==> config.mk <==
export PLATFORM = sky130hd
export DESIGN_NAME = fifo_regs_flags
export DESIGN_NICKNAME = d
export VERILOG_FILES = /design/src/rtl/fifo_regs_flags.sv
export SDC_FILE = /design/constraint.sdc
export NUM_CORES = 1
export LEC_CHECK = 0
export ABC_CLOCK_PERIOD_IN_PS = 2500
export CAP_MARGIN = 30
export CORE_UTILIZATION = 55
export CTS_CLUSTER_DIAMETER = 120
export DETAILED_ROUTE_END_ITERATION = 16
export GPL_TIMING_DRIVEN = 0
export PLACE_DENSITY = 0.79
export SYNTH_ARGS = -nofsm -noshare
export SYNTH_HDL_FRONTEND = slang
export SYNTH_SLANG_ARGS = --single-unit
==> constraint.sdc <==
create_clock -name i_clk -period 2.5 [get_ports i_clk]
set_input_delay 0.375 -clock i_clk [delete_from_list [all_inputs] [get_ports i_clk]]
set_output_delay 0.375 -clock i_clk [all_outputs]
set_load 0.005 [all_outputs]
==> src/rtl/fifo_regs_flags.sv <==
// Single-clock register-array FIFO with fill level,
// almost-full/almost-empty flags and sticky error flags.
module fifo_regs_flags #(
   parameter int g_WIDTH    = 8,
   parameter int g_DEPTH    = 32,
   parameter int g_AF_LEVEL = 28,
   parameter int g_AE_LEVEL = 4,
   parameter int g_REG_OUT  = 0
) (
   input  logic                         i_clk,
   input  logic                         i_rst_n,
   input  logic                         i_wr_en,
   input  logic [g_WIDTH-1:0]           i_wr_data,
   output logic                         o_full,
   output logic                         o_af,
   input  logic                         i_rd_en,
   output logic [g_WIDTH-1:0]           o_rd_data,
   output logic                         o_rd_valid,
   output logic                         o_empty,
   output logic                         o_ae,
   output logic [$clog2(g_DEPTH+1)-1:0] o_count,
   input  logic                         i_clr_err,
   output logic                         o_wr_ovf,
   output logic                         o_rd_udf
);

   localparam int c_IW = $clog2(g_DEPTH);
   localparam int c_CW = $clog2(g_DEPTH + 1);
   localparam logic [c_IW-1:0] c_LAST  = c_IW'(g_DEPTH - 1);
   localparam logic [c_IW-1:0] c_ONE_I = c_IW'(1);
   localparam logic [c_CW-1:0] c_ONE_C = c_CW'(1);
   localparam logic [c_CW-1:0] c_FULL  = c_CW'(g_DEPTH);
   localparam logic [c_CW-1:0] c_AF    = c_CW'(g_AF_LEVEL);
   localparam logic [c_CW-1:0] c_AE    = c_CW'(g_AE_LEVEL);

   if (g_WIDTH < 1 || g_DEPTH < 2 ||
       g_AF_LEVEL < 1 || g_AF_LEVEL > g_DEPTH ||
       g_AE_LEVEL < 0 || g_AE_LEVEL > g_DEPTH - 1 ||
       (g_REG_OUT != 0 && g_REG_OUT != 1)) begin : g_bad_param
      $error("fifo_regs_flags: parameter out of range");
   end

   logic [g_WIDTH-1:0] r_mem [g_DEPTH];
   logic [c_IW-1:0]    r_wr_idx;
   logic [c_IW-1:0]    r_rd_idx;
   logic [c_CW-1:0]    r_count;
   logic               r_wr_ovf;
   logic               r_rd_udf;
   logic               w_full;
   logic               w_empty;
   logic               w_wr_acc;
   logic               w_rd_acc;
   logic [g_WIDTH-1:0] w_rd_word;

   // Flags decode the count register; accepts use start-of-cycle flags
   always_comb begin
      w_full    = (r_count == c_FULL);
      w_empty   = (r_count == '0);
      w_wr_acc  = i_wr_en && !w_full;
      w_rd_acc  = i_rd_en && !w_empty;
      w_rd_word = r_mem[r_rd_idx];
   end

   // Storage is deliberately left unreset
   always_ff @(posedge i_clk) begin
      if (w_wr_acc) r_mem[r_wr_idx] <= i_wr_data;
   end

   // Pointers wrap at g_DEPTH-1 so any depth works
   always_ff @(posedge i_clk or negedge i_rst_n) begin
      if (!i_rst_n) begin
         r_wr_idx <= '0;
         r_rd_idx <= '0;
      end else begin
         if (w_wr_acc)
            r_wr_idx <= (r_wr_idx == c_LAST) ? '0 : r_wr_idx + c_ONE_I;
         if (w_rd_acc)
            r_rd_idx <= (r_rd_idx == c_LAST) ? '0 : r_rd_idx + c_ONE_I;
      end
   end

   // Fill level moves only on accepted operations
   always_ff @(posedge i_clk or negedge i_rst_n) begin
      if (!i_rst_n) begin
         r_count <= '0;
      end else if (w_wr_acc && !w_rd_acc) begin
         r_count <= r_count + c_ONE_C;
      end else if (w_rd_acc && !w_wr_acc) begin
         r_count <= r_count - c_ONE_C;
      end
   end

   // Sticky errors; a new error in the clear cycle wins
   always_ff @(posedge i_clk or negedge i_rst_n) begin
      if (!i_rst_n) begin
         r_wr_ovf <= 1'b0;
         r_rd_udf <= 1'b0;
      end else begin
         if (i_wr_en && w_full)       r_wr_ovf <= 1'b1;
         else if (i_clr_err)          r_wr_ovf <= 1'b0;
         if (i_rd_en && w_empty)      r_rd_udf <= 1'b1;
         else if (i_clr_err)          r_rd_udf <= 1'b0;
      end
   end

   if (g_REG_OUT != 0) begin : g_reg_out
      logic [g_WIDTH-1:0] r_rd_data;
      logic               r_rd_valid;

      // Registered read: one-cycle valid strobe, data held otherwise
      always_ff @(posedge i_clk or negedge i_rst_n) begin
         if (!i_rst_n) begin
            r_rd_data  <= '0;
            r_rd_valid <= 1'b0;
         end else begin
            r_rd_valid <= w_rd_acc;
            if (w_rd_acc) r_rd_data <= w_rd_word;
         end
      end

      assign o_rd_data  = r_rd_data;
      assign o_rd_valid = r_rd_valid;
   end else begin : g_show_ahead
      assign o_rd_data  = w_rd_word;
      assign o_rd_valid = !w_empty;
   end

   assign o_full   = w_full;
   assign o_empty  = w_empty;
   assign o_af     = (r_count >= c_AF);
   assign o_ae     = (r_count <= c_AE);
   assign o_count  = r_count;
   assign o_wr_ovf = r_wr_ovf;
   assign o_rd_udf = r_rd_udf;

endmodule
# == Yosys cells after proc, flatten, opt, wreduce, memory -nomap -nowiden ==
# Memories as Yosys holds them, arrays and structs flattened.
# Index checks and enable logic that the tools add are counted.
# W data, S select, Z words.
# classes
n_mux,9
n_addsub,4
magnitude_cmp,2
reduce_logical,14
eq_ne,3
# ops
cell,n
$mux W6,2
$add A5 B1 Y5 const B,2
$eq A5 B5 Y1 const B,2
$mux W5,2
$add A6 B1 Y6 const B,1
$eq A6 B6 Y1 const B,1
$ge A6 B5 Y1 const B,1
$le A6 B3 Y1 const B,1
$logic_and A1 B1 Y1,6
$logic_not A6 Y1,1
$reduce_bool A2 Y1,3
$sub A6 B1 Y6 const B,1
$mux W1,5
$logic_not A1 Y1,4
# word_totals
in_bits,13
elab_cells,38
memories,1
ff_bits,18
ramBits,256
# mem_list
memory,depth,word_bits,read_ports,rd_clocked_by_memory_dff,write_ports,line_no,source
r_mem,32,8,1,0,1,43,logic [g_WIDTH-1:0] r_mem [g_DEPTH];

# == Depth between registers and ports, before layout ==
# logic_depth
word_depth,7
mapped_depth,11
mapped_depth_nobuf,10

# == Worst setup path after synthesis ==
# No wires, ideal clock.
# synth_timing
kind,reg-to-reg
from,"reg r_count[1], in the netlist o_count[1]"
to,"reg r_count[5], in the netlist o_count[5]"
stages_incl_launch_ff,11
path_slack_ps,-238
n_path_buf,1
arrival_ps,2652
setup_time_ps,86
cell_sequence,dfrtp_1 -> or3_1 -> buf_2 -> o41ai_4 -> ha_1 -> inv_1 -> ha_1 -> a211oi_1 -> a21oi_1 -> o21a_1 -> nor3_1
# synth_via
elab_chain_cells,6
word_cells_on_any_way,15
classes_between,add/sub (2); eq/ne (1); mux (2); reduce/logical (10)
# synth_rtl
element,line_no,source
"start, declared",46,logic [c_CW-1:0] r_count;
"start signal, assigned",87,r_count <= r_count + c_ONE_C;
"start signal, assigned",89,r_count <= r_count - c_ONE_C;
branches (longest 6 deep; another with $sub A6 B1 Y6),-,
# Several ways; the timed one is not identified. The select of a mux whose other input is x is not followed.
# A chain may end at the register's enable or synchronous reset.

# == Worst setup path after layout ==
# layout_timing
from,reg r_rd_idx[0]
to,out o_rd_data[5]
# layout_via
elab_chain_cells,1
# layout_rtl
element,line_no,source
"start, declared",45,logic [c_IW-1:0] r_rd_idx;
"start signal, assigned",78,r_rd_idx <= (r_rd_idx == c_LAST) ? '0 : r_rd_idx + c_ONE_I;
$mem_v2 Z32 W8,-,
"end, declared",17,"output logic [g_WIDTH-1:0] o_rd_data,"
# Every way passes these cells.

==> run metrics <==
status finished, violations left; failing checks negative setup slack; clk buf depth 3; CP Capture Type primary output; H-tree depth 1; P_sw 5.240 mW; Post-Synthesis Cells 593; GRT overflow 0; HP Class in2async; Final WS setup -0.6247 ns; Yosys reg bits 274; All-Layer GR Usage 26.29%; DRT Wirelength 27.02 mm; worst-skew pair later-pin latency 0.53 ns; die area 20790 sq um; average vias per placed instance 6.344; switching part of the total 31.95%; commonest cells after routing, fill and taps aside edfxtp_1 (256), mux4_2 (48), nor2_1 (38); Int Pwr 11.16 mW; Yosys cell types 53; RSZ-0062 raised after global routing true; Post-synth EDFFs 256; WS Path Type reg2out; io pins 34; antenna violations before repair 0; Pleak 4.669 nW; P per Cell Area 1193 nW/um^2; Worst VDD drop 0.7218 mV; Cell Area, Synth 11120 sq um; Worst EP required 2.12 ns; DR pass1 iterations 5; dominant synthesized flop cell edfxtp_1; Setup violations, final 70; share of power burned in registers 34.1%; die width 144.2 um; Setup Skew 0.01317 ns; Row Count 51; post-DR wirelength/cell 27.32 um; Seq/Total Area, Yosys 73.17%; final worst-path cycle share 125.0%; syn avg cell area 18.76 sq um; Max Fclk 0.3200 GHz; vias in the first global route 6358; Final HPWL DP 15.77 mm; Post-route DRC 0; Antenna Cells 0; setup TNS -5.235 ns; r2r setup slk -0.09 ns; floorplan core area 19650 sq um; post-route ant nets 0; dpl cells 897; height of the chip 144.2 um; area grow syn2layout 23.59%; Buffers on Ports 33; clock group share of total power 27.5%; leading cell type in the layout, fill and taps excluded edfxtp_1; worst rel slew slack 34.36%; CP arrival 2.75 ns; routability cong. 0.8327; DR vias 6274; combinational power share 38.3%; Worst Tran Pin Value 0.9815 ns; Mapped Nets 620; first-pass GRT wire length 38.82 mm; Iteration-0 DRC Markers 654; layout net count 731; CTS buffer count 27; Clock Sinks 274; Reg clk slew, reported paths 0.07 ns; critical path fanouts, max 6; share of layout cells above drive strength 1 32.87%; Crit path top cell by count buf_12; MaxCap Viol Count 0; pin count of the biggest net entering global routing 33; min Tclk post-route 3.125 ns; Pins Over Slew Limit 0; asr flop ratio synth 6.569%; Hold Violations, Final 0; fill cell count 1211; Clock Root Buffer clkbuf_16; Worst Hold Slack 0.3921 ns; CTS tree done; final std cells w/o fill 989; Worst path max stage delay 0.53 ns; CP startpoint kind flop; Synth Warn # 0; CP cell instances buf_6 > buf_12 > buf_12 > mux4_2 > a22o_4 > a2111oi_4 > a21oi_2 > buf_2; initial cell density of the core 56.59%; Critical-path top delay cell mux4_2
-- kinds of logic (layout without fill, tap and decap cells) --
logic type | count (synthesis) | in the layout | share of synthesized area [%]
flip-flops | 274 | 274 | 73.17
AND/OR/NAND/NOR | 90 | 90 | 3.893
AO/OA/AOI/OAI | 85 | 85 | 5.704
multiplexers | 83 | 83 | 13.13
buffers and inverters | 43 | 174 | 2.149
adder cells (fa/ha/maj) | 14 | 14 | 1.643
XOR/XNOR | 4 | 4 | 0.3151
-- cell type report --
type                            count  area [sq um]  share of cell area (%)
Tap cell                          265         331.6                   2.412
Sequential cell                   274          8144                   59.25
Clock inverter                     21         307.8                   2.239
Buffer                             31         272.8                   1.984
Inverter                           11         48.80                  0.3550
Clock buffer                       28         679.4                   4.943
Multi-Input combinational cell    276          3117                   22.67
Timing Repair Buffer               83         844.6                   6.144
-- state kept, by name, indices dropped and copies added, names as in the netlist --
name      cells
r_mem       256
o_count       6
r_rd_idx      5
r_wr_idx      5
o_rd_udf      1
o_wr_ovf      1
-- through the flow --
stage,cell area (sq um),setup WS (ns),total power [mW],utilization (%)
after global routing,13750,-0.6963,16.92,69.94
after CTS,13470,-0.5487,15.87,68.54
final,13750,-0.6247,16.40,69.94
after global placement,11830,-0.7412,10.22,60.17
after detailed placement,11940,-0.7461,10.45,60.76
after floorplan,11160,-0.2035,8.727,-
-- worst max-delay path: cells and delay by family, from the launching register on --
family	cells	cell delay, ns
compound gates	3	0.79
buf+inv	4	0.53
mux	1	0.53
flops	1	0.37
-- power by group through the flow --
stage	logic (mW)	clock network, mW	registers (mW)
3_5_place_dp	4.76	0	5.69
4_1_cts	5.79	4.50	5.58
6_report	6.29	4.51	5.60
3_3_place_gp	4.55	0	5.66
5_1_grt	6.62	4.68	5.62
2_1_floorplan	3.10	0	5.63
-- Yosys cell counts, types with 2 or more instances --
library cell  number  area, sq um
mux4_2            43        968.4
o21a_1             2        15.01
o22ai_1            7        43.79
a211oi_1           3        22.52
mux4_1             5        131.4
buf_6              4        45.04
and3_1             3        18.77
nor3_1             2        10.01
o221ai_1           8        70.07
mux2i_1           33        330.3
or3_1              4        25.02
buf_4              5        37.54
clkbuf_1          11        41.29
nand3b_1           5        37.54
a2111oi_2          4        60.06
a22oi_1            8        60.06
o21ai_0           11        55.05
o21ai_1            2        10.01
nand2_1           17        63.81
edfxtp_1         256         7687
mux2_4             2        30.03
xnor2_1            2        17.52
nor2_1            40        150.1
xor2_1             2        17.52
a22o_1            10        87.58
buf_2             10        50.05
ha_1              13        162.7
dfrtp_1           18        450.4
or3b_2             2        17.52
nand3_1            6        30.03
nor2b_1            3        18.77
a21oi_1           20        100.1
a2111oi_1          3        30.03
inv_1             10        37.54
-- metal layers --
| metal | part of all wire, % | vias up | wire length (um) | GRT usage (%) |
|---|---|---|---|---|
| met5 | 0 | - | 0 | 0 |
| met4 | 4.0 | 0 | 1084 | 9.917 |
| met3 | 7.2 | 83 | 1944 | 4.702 |
| met2 | 51 | 344 | 13710 | 44.72 |
| met1 | 38 | 3222 | 10280 | 33.98 |
| li1 | - | 2625 | - | - |
-- path summary, 6_finish.rpt --
check,from,to,cells past startpoint
hold / removal,i_rst_n,o_count[2]$_DFFE_PN0P_,1
min in group i_clk,i_clr_err,o_wr_ovf$_DFFE_PN0P_,3
max in group asynchronous,i_rst_n,o_count[0]$_DFFE_PN0P_,1
setup / recovery,r_rd_idx[0]$_DFFE_PN0P_,o_rd_data[5],8
hold reg to reg,o_wr_ovf$_DFFE_PN0P_,o_wr_ovf$_DFFE_PN0P_,1
setup reg to reg,o_count[5]$_DFFE_PN0P_,r_mem[18][3]$_DFFE_PP_,7
-- repair_timing --
action / 4_1_cts / 5_1_grt
pin swaps: 23 / 16
hold buffers: 0 / 0
buffers inserted: 21 / 21
cloned: 1 / 0
setup endpoints to repair: 87 / 15
gates resized for setup: 114 / 24
No activity file was read; power rests on OpenSTA's default activity.
